--- src/rtl/mem_router_pkg.sv ---
// Shared types and register map for the memory-mapped request router.
package mem_router_pkg;

   typedef enum logic [1:0] {
      ST_IDLE,
      ST_PERIPH,
      ST_STOR,
      ST_RESP_ERR
   } state_e;

   typedef enum logic [2:0] {
      ERR_NONE,
      ERR_MISALIGNED,
      ERR_UNMAPPED,
      ERR_RO_WRITE,
      ERR_BAD_BE,
      ERR_RESERVED,
      ERR_EXT_WRITE,
      ERR_TIMEOUT
   } err_cause_e;

   localparam logic [7:0] OFF_GPIO_DIR   = 8'h00;
   localparam logic [7:0] OFF_GPIO_OUT   = 8'h04;
   localparam logic [7:0] OFF_GPIO_IN    = 8'h08;
   localparam logic [7:0] OFF_TIMER_STAT = 8'h0C;
   localparam logic [7:0] OFF_TIMER_SET  = 8'h10;

   localparam logic [31:0] WIN_BYTES = 32'd256;

   function automatic logic [31:0] apply_be(input logic [31:0] old_v,
                                            input logic [31:0] new_v,
                                            input logic [3:0]  be);
      logic [31:0] res;
      res = old_v;
      for (int b = 0; b < 4; b++) begin
         if (be[b]) res[8*b +: 8] = new_v[8*b +: 8];
      end
      return res;
   endfunction

endpackage

--- src/rtl/mem_router_sync_2ff.sv ---
// Two-flop synchroniser for asynchronous pad inputs.
module sync_2ff #(
   parameter int unsigned WIDTH = 1
) (
   input  logic             clk,
   input  logic             rst,
   input  logic [WIDTH-1:0] d_i,
   output logic [WIDTH-1:0] q_o
);

   logic [WIDTH-1:0] meta_q;
   logic [WIDTH-1:0] sync_q;

   // NOTE: non-blocking assignments keep the two stages a true pipeline.
   always_ff @(posedge clk or negedge rst) begin
      if (!rst) begin
         meta_q <= '0;
         sync_q <= '0;
      end else begin
         meta_q <= d_i;
         sync_q <= meta_q;
      end
   end

   assign q_o = sync_q;

endmodule

--- src/rtl/mem_router.sv ---
// Routes data-port requests to GPIO/timer registers, to storage (with timeout),
// or to an error response; exactly one response per accepted request.
module mem_router
   import mem_router_pkg::*;
#(
   parameter int unsigned MEM_W       = 32,
   parameter int unsigned GPIO_W      = 10,
   parameter int unsigned N_TIMERS    = 1,
   parameter logic [31:0] PERIPH_BASE = 32'h0000_0100,
   parameter logic [31:0] STOR_BASE   = 32'h0000_1000,
   parameter logic [31:0] EXT_BASE    = 32'h0000_2000,
   parameter int unsigned TIMEOUT     = 1024
) (
   input  logic                   clk,
   input  logic                   rst,
   input  logic                   vproc_mem_req_o,
   input  logic [31:0]            vproc_mem_addr_o,
   input  logic                   vproc_mem_we_o,
   input  logic [MEM_W/8-1:0]     vproc_mem_be_o,
   input  logic [MEM_W-1:0]       vproc_mem_wdata_o,
   output logic                   vproc_mem_rvalid_i,
   output logic                   vproc_mem_err_i,
   output logic [MEM_W-1:0]       vproc_mem_rdata_i,
   output logic                   stor_req,
   output logic                   stor_we,
   output logic [31:0]            stor_addr,
   output logic [MEM_W/8-1:0]     stor_be,
   output logic [MEM_W-1:0]       stor_wdata,
   input  logic                   stor_valid,
   input  logic [MEM_W-1:0]       stor_rdata,
   input  logic [N_TIMERS-1:0]    timer_is_high,
   output logic [N_TIMERS*32-1:0] timer_set_val,
   output logic [N_TIMERS-1:0]    set_timer,
   input  logic [GPIO_W-1:0]      gpio_i,
   output logic [GPIO_W-1:0]      gpio_o,
   output logic [GPIO_W-1:0]      gpio_oe
);

   localparam int unsigned CNT_W = $clog2(TIMEOUT);

   state_e                     state_q;
   logic                       rvalid_q, err_q;
   logic [MEM_W-1:0]           rdata_q;
   logic                       stor_req_q, stor_we_q;
   logic [31:0]                stor_addr_q;
   logic [MEM_W/8-1:0]         stor_be_q;
   logic [MEM_W-1:0]           stor_wdata_q;
   logic [CNT_W-1:0]           tmo_q;
   logic [GPIO_W-1:0]          dir_q, out_q;
   logic [N_TIMERS-1:0]        set_timer_q;
   logic [N_TIMERS-1:0][31:0]  timer_val_q;

   logic [GPIO_W-1:0] gpio_sync;
   logic              in_win, tmr_hit, dec_reg, dec_stor;
   logic [7:0]        off;
   logic [2:0]        tmr_idx;
   logic [31:0]       reg_rdata;
   err_cause_e        dec_cause;

   sync_2ff #(.WIDTH(GPIO_W)) u_gpio_sync (
      .clk (clk),
      .rst (rst),
      .d_i (gpio_i),
      .q_o (gpio_sync)
   );

   assign in_win  = (vproc_mem_addr_o >= PERIPH_BASE) &&
                    (vproc_mem_addr_o <  PERIPH_BASE + WIN_BYTES);
   assign off     = vproc_mem_addr_o[7:0] - PERIPH_BASE[7:0];
   assign tmr_idx = off[4:2] - 3'd4;
   assign tmr_hit = (off >= OFF_TIMER_SET) && (off < OFF_TIMER_SET + 8'(4 * N_TIMERS));

   // NOTE: every output gets a default first so no path infers a latch.
   always_comb begin
      dec_cause = ERR_NONE;
      dec_stor  = 1'b0;
      reg_rdata = '0;
      if (in_win) begin
         if (vproc_mem_addr_o[1:0] != 2'b00) begin
            dec_cause = ERR_MISALIGNED;
         end else begin
            case (off)
               OFF_GPIO_DIR:   reg_rdata = 32'(dir_q);
               OFF_GPIO_OUT:   reg_rdata = 32'(out_q);
               OFF_GPIO_IN: begin
                  if (vproc_mem_we_o) dec_cause = ERR_RO_WRITE;
                  else                reg_rdata = 32'(gpio_sync);
               end
               OFF_TIMER_STAT: begin
                  if (vproc_mem_we_o) dec_cause = ERR_RO_WRITE;
                  else                reg_rdata = 32'(timer_is_high);
               end
               default: begin
                  if (!tmr_hit)                                   dec_cause = ERR_UNMAPPED;
                  else if (vproc_mem_we_o && vproc_mem_be_o != '1) dec_cause = ERR_BAD_BE;
               end
            endcase
         end
      end else if (vproc_mem_addr_o >= STOR_BASE) begin
         if (vproc_mem_we_o && vproc_mem_addr_o >= EXT_BASE) dec_cause = ERR_EXT_WRITE;
         else                                                dec_stor  = 1'b1;
      end else begin
         dec_cause = ERR_RESERVED;
      end
   end

   assign dec_reg = in_win && (dec_cause == ERR_NONE);

   always_ff @(posedge clk or negedge rst) begin
      if (!rst) begin
         state_q      <= ST_IDLE;
         rvalid_q     <= 1'b0;
         err_q        <= 1'b0;
         rdata_q      <= '0;
         stor_req_q   <= 1'b0;
         stor_we_q    <= 1'b0;
         stor_addr_q  <= '0;
         stor_be_q    <= '0;
         stor_wdata_q <= '0;
         tmo_q        <= '0;
         dir_q        <= '1;
         out_q        <= '0;
         set_timer_q  <= '0;
         timer_val_q  <= '0;
      end else begin
         rvalid_q    <= 1'b0;
         err_q       <= 1'b0;
         rdata_q     <= '0;
         set_timer_q <= '0;
         case (state_q)
            ST_IDLE: begin
               if (vproc_mem_req_o) begin
                  if (dec_reg) begin
                     state_q  <= ST_PERIPH;
                     rvalid_q <= 1'b1;
                     if (vproc_mem_we_o) begin
                        if (off == OFF_GPIO_DIR)
                           dir_q <= GPIO_W'(apply_be(32'(dir_q), vproc_mem_wdata_o[31:0],
                                                     vproc_mem_be_o[3:0]));
                        if (off == OFF_GPIO_OUT)
                           out_q <= GPIO_W'(apply_be(32'(out_q), vproc_mem_wdata_o[31:0],
                                                     vproc_mem_be_o[3:0]));
                        for (int i = 0; i < N_TIMERS; i++) begin
                           if (tmr_hit && tmr_idx == 3'(i)) begin
                              set_timer_q[i] <= 1'b1;
                              timer_val_q[i] <= vproc_mem_wdata_o[31:0];
                           end
                        end
                     end else begin
                        rdata_q <= MEM_W'(reg_rdata);
                     end
                  end else if (dec_stor) begin
                     state_q      <= ST_STOR;
                     stor_req_q   <= 1'b1;
                     stor_we_q    <= vproc_mem_we_o;
                     stor_addr_q  <= vproc_mem_addr_o;
                     stor_be_q    <= vproc_mem_be_o;
                     stor_wdata_q <= vproc_mem_wdata_o;
                     tmo_q        <= '0;
                  end else begin
                     state_q <= ST_RESP_ERR;
                     err_q   <= 1'b1;
                  end
               end
            end
            ST_PERIPH, ST_RESP_ERR: state_q <= ST_IDLE;
            ST_STOR: begin
               // A completion in the final timeout cycle still counts as success.
               if (stor_valid) begin
                  state_q    <= ST_IDLE;
                  stor_req_q <= 1'b0;
                  rvalid_q   <= 1'b1;
                  rdata_q    <= stor_rdata;
                  tmo_q      <= '0;
               end else if (tmo_q == CNT_W'(TIMEOUT - 1)) begin
                  state_q    <= ST_IDLE;
                  stor_req_q <= 1'b0;
                  err_q      <= 1'b1;
                  tmo_q      <= '0;
               end else begin
                  tmo_q <= tmo_q + CNT_W'(1);
               end
            end
            default: state_q <= ST_IDLE;
         endcase
      end
   end

   assign vproc_mem_rvalid_i = rvalid_q;
   assign vproc_mem_err_i    = err_q;
   assign vproc_mem_rdata_i  = rdata_q;
   assign stor_req           = stor_req_q;
   assign stor_we            = stor_we_q;
   assign stor_addr          = stor_addr_q;
   assign stor_be            = stor_be_q;
   assign stor_wdata         = stor_wdata_q;
   assign set_timer          = set_timer_q;
   assign timer_set_val      = timer_val_q;
   assign gpio_o             = out_q;
   assign gpio_oe            = ~dir_q;

endmodule

--- config.mk ---
export PLATFORM = sky130hd
export DESIGN_NAME = mem_router
export DESIGN_NICKNAME = d
export VERILOG_FILES = /design/src/rtl/mem_router_pkg.sv /design/src/rtl/mem_router_sync_2ff.sv /design/src/rtl/mem_router.sv
export SDC_FILE = /design/constraint.sdc
export NUM_CORES = 1
export LEC_CHECK = 0
export ABC_CLOCK_PERIOD_IN_PS = 2700
export CAP_MARGIN = 25
export CORE_ASPECT_RATIO = 1.75
export CORE_MARGIN = 2
export CORE_UTILIZATION = 40
export CTS_CLUSTER_DIAMETER = 150
export DETAILED_ROUTE_END_ITERATION = 8
export PLACE_DENSITY_LB_ADDON = 0.05
export SLEW_MARGIN = 20
export SYNTH_ARGS = -nofsm -noshare
export SYNTH_HDL_FRONTEND = slang
export SYNTH_SLANG_ARGS = --single-unit
export TNS_END_PERCENT = 50
--- constraint.sdc ---
create_clock -name clk -period 2.7 [get_ports clk]
set_input_delay 0.405 -clock clk [delete_from_list [all_inputs] [get_ports clk]]
set_output_delay 0.405 -clock clk [all_outputs]
set_load 0.03 [all_outputs]
==> impl_results.md <==
- # DRC: 0
- Die Area: 19520 sq um
- Vias in the first global route: 5823
- Starting density of the core: 0.4071
- Layout area overhead: 56.22%
- Via density per instance: 4.989
- Largest net degree at the start of global routing: 74
- Worst Max-Slew Pin Slew: 0.8489 ns
- Post-Syn Instances: 514
- Fin. Hold Viols: 0
- Chip width: 106.5 um
- Final wirelength: 20300 um
- Avg Inst Size Synth: 14.30 sq um
- FFs w/ async S/R, synth: 1.000
- Worst slack, placed: -0.7201 ns
- Synthesis Warnings: 0
- Via count: 5373
- Arrival time worst endpoint: 3.03 ns
- DRT iter0 DRCs: 106
- First-pass GRT wire length: 31770 um
- Htree depth: 4
- Yosys reg bits: 189
- Post-synth EDFFs: 0
- Final nets: 947
- CTS tree: built
- Fin util: 0.6360
- Yosys cell types: 46
- IO Count: 273
- Outcome: completed
- Syn nets: 631
- Number of diodes: 0
- Multi-input logic area: 2556 sq um
- Max cap viols: 0
- Worst setup EP type: flop
- Fillcell total: 1452
- Initial antenna violation count: 0
- Gr usage total: 0.2129
- Storage element area: 4742 sq um
- Mapped cell area: 7351 sq um
- Clk slew on worst S/H paths: 0.06 ns
- CTS sink cnt: 189
- Finished Layout Cells: 1077
- Post-route ant nets: 0
- Relative slew slack: 0.4329
- Post-synth top flop: dfrtp_1
- Pins Over Slew Limit: 0
- Layout cell share with drive strength beyond 1: 0.2645
- Worst R2R Setup Slack: 0.50 ns
- Clock Path Buffers: 2
- Worst skew pair latency: 0.43 ns
- CTS root buf: clkbuf_16
- Fin crit share: 0.9931
- Placed insts: 1037
- Cell row count: 65
- Minimum clock period: 2.681 ns
- Static leakage: 5.073 nW
- RSZ-0062 raised after global routing: false
- Core area: 18050 sq um
- Final setup violation count: 0
- Sequential share of the synthesized area: 0.6451
- Port bufs: 272
- Die H: 183.3 um
- Sum Neg Setup Slack: 0 ns
- Worst setup margin: 0.01861 ns
- Clk_skew: 0.006222 ns
- VDD IR max: 0.4578 mV
- Final GP Congestion: 0.7835
- Min Hold Slack: 0.2391 ns
- Crit Path Category: in2reg
- First drt pass iteration count: 4
- Placed wire-length estimate: 14690 um
- Num CTS Buffers: 17
- PwrDens: 748.0 nW/um^2
- Fmax: 372.9 MHz
- WL/cell: 18.84 um
- Startpoint Class: input port
- Largest fanout on the critical path: 8
- Data required time at the worst endpoint: 3.05 ns
- Hold Path Class: in2reg
- Gr ovfl total: 0
## where the power goes
| part | switching [mW] | internal [mW] | leakage [nW] | total (mW) |
|---|---|---|---|---|
| clock network | 1.04 | 1.51 | 0.286 | 2.55 |
| logic | 1.36 | 1.20 | 2.40 | 2.56 |
| registers | 0.220 | 3.27 | 2.39 | 3.49 |
## sequential cells by signal (all words and copies together), names as in the netlist, 10 cells and up
name                count
timer_set_val          32
tmo_q                  10
gpio_o                 10
vproc_mem_rdata_i      32
stor_addr              32
u_gpio_sync.q_o        10
u_gpio_sync.meta_q     10
stor_wdata             32
dir_q                  10
## worst max-delay path: stages
cell and delay [ns]:
dlygate4sd2_1 0.20, or4b_4 0.49, or3b_4 0.39, or4b_4 0.59
buf_6 0.16, or3_4 0.46, mux2_4 0.33
## cells in the final DEF, fill, tap and decap left out, drive strengths merged, types with 3 or more instances in the layout
cell type	synthesis	final
nand4	5	5
nand3	4	4
mux2	122	122
nand2	19	19
a21oi	13	13
nor3	5	5
clkinv	0	4
dfstp	10	10
nor2b	3	3
and3	25	25
nor2	18	18
nand2b	4	4
clkinvlp	0	3
mux2i	9	9
bufinv	0	3
clkbuf	17	23
a31oi	6	6
inv	13	13
nor4	6	6
o21ai	16	16
clkdlybuf4s50	0	267
buf	7	51
or3	5	5
dfrtp	179	179
## cells in the mapped netlist, drive strengths merged (7+ instances only)
cell type | number | share of area
dfstp | 10 | 0.036
nand2 | 19 | 0.0097
and3 | 25 | 0.021
a21oi | 13 | 0.0089
clkbuf | 17 | 0.0087
o21ai | 16 | 0.011
dfrtp | 179 | 0.61
mux2i | 9 | 0.012
nor2 | 18 | 0.0092
mux2 | 122 | 0.19
inv | 13 | 0.0066
buf | 7 | 0.0071
## timing repair
item                       in CTS  in global routing
hold buffers                    1                  0
gates resized for setup        33                  3
pin swaps                       5                  5
buffers inserted                5                  0
hold endpoints to repair       12                  0
setup endpoints to repair      52                 98
cloned                          3                  0
## area by class of cell
class	instances	share of cell area
clock buffer	22	0.04042
sequential	189	0.4129
tap	234	0.02550
inverter	13	0.004249
multi-input combinational	288	0.2226
timing repair buffer	321	0.2821
clock inverter	10	0.01220
## kinds of logic after synthesis
family	share of synthesized area
muxes	0.2063
AOI/OAI and AO/OA	0.03898
xor gates and xnor gates	0.001192
and+or+nand+nor	0.08425
DFF	0.6451
buffers and inverters	0.02247
adders and majority gates	0.001702
## layer usage
layer,track usage,part of all wire,vias up
li1,-,-,2454
met1,0.2368,0.37,2676
met2,0.3728,0.52,215
met3,0.07783,0.088,28
met4,0.07532,0.022,0
met5,0,0,-
## metrics by stage
step	power [mW]	cell area, sq um
after floorplan	4.812	7415
after global placement	6.051	10700
after detailed placement	6.108	10700
after CTS	8.696	11480
after global routing	8.967	11480
final	8.590	11480
## worst paths after layout
kind | endpoint | from | cells after the start
max | dir_q[5]$_DFFE_PN1P_ | vproc_mem_addr_o[8] | 7
min | stor_addr[9]$_DFFE_PN0P_ | vproc_mem_addr_o[9] | 2
max reg2reg | tmo_q[9]$_DFFE_PN0P_ | tmo_q[0]$_DFFE_PN0P_ | 6
min reg2reg | u_gpio_sync.q_o[7]$_DFF_PN0_ | u_gpio_sync.meta_q[7]$_DFF_PN0_ | 0
max in group asynchronous | vproc_mem_rdata_i[21]$_DFF_PN0_ | rst | 3
min in group asynchronous | vproc_mem_rdata_i[22]$_DFF_PN0_ | rst | 2
Power figures use the tool's default switching activity.
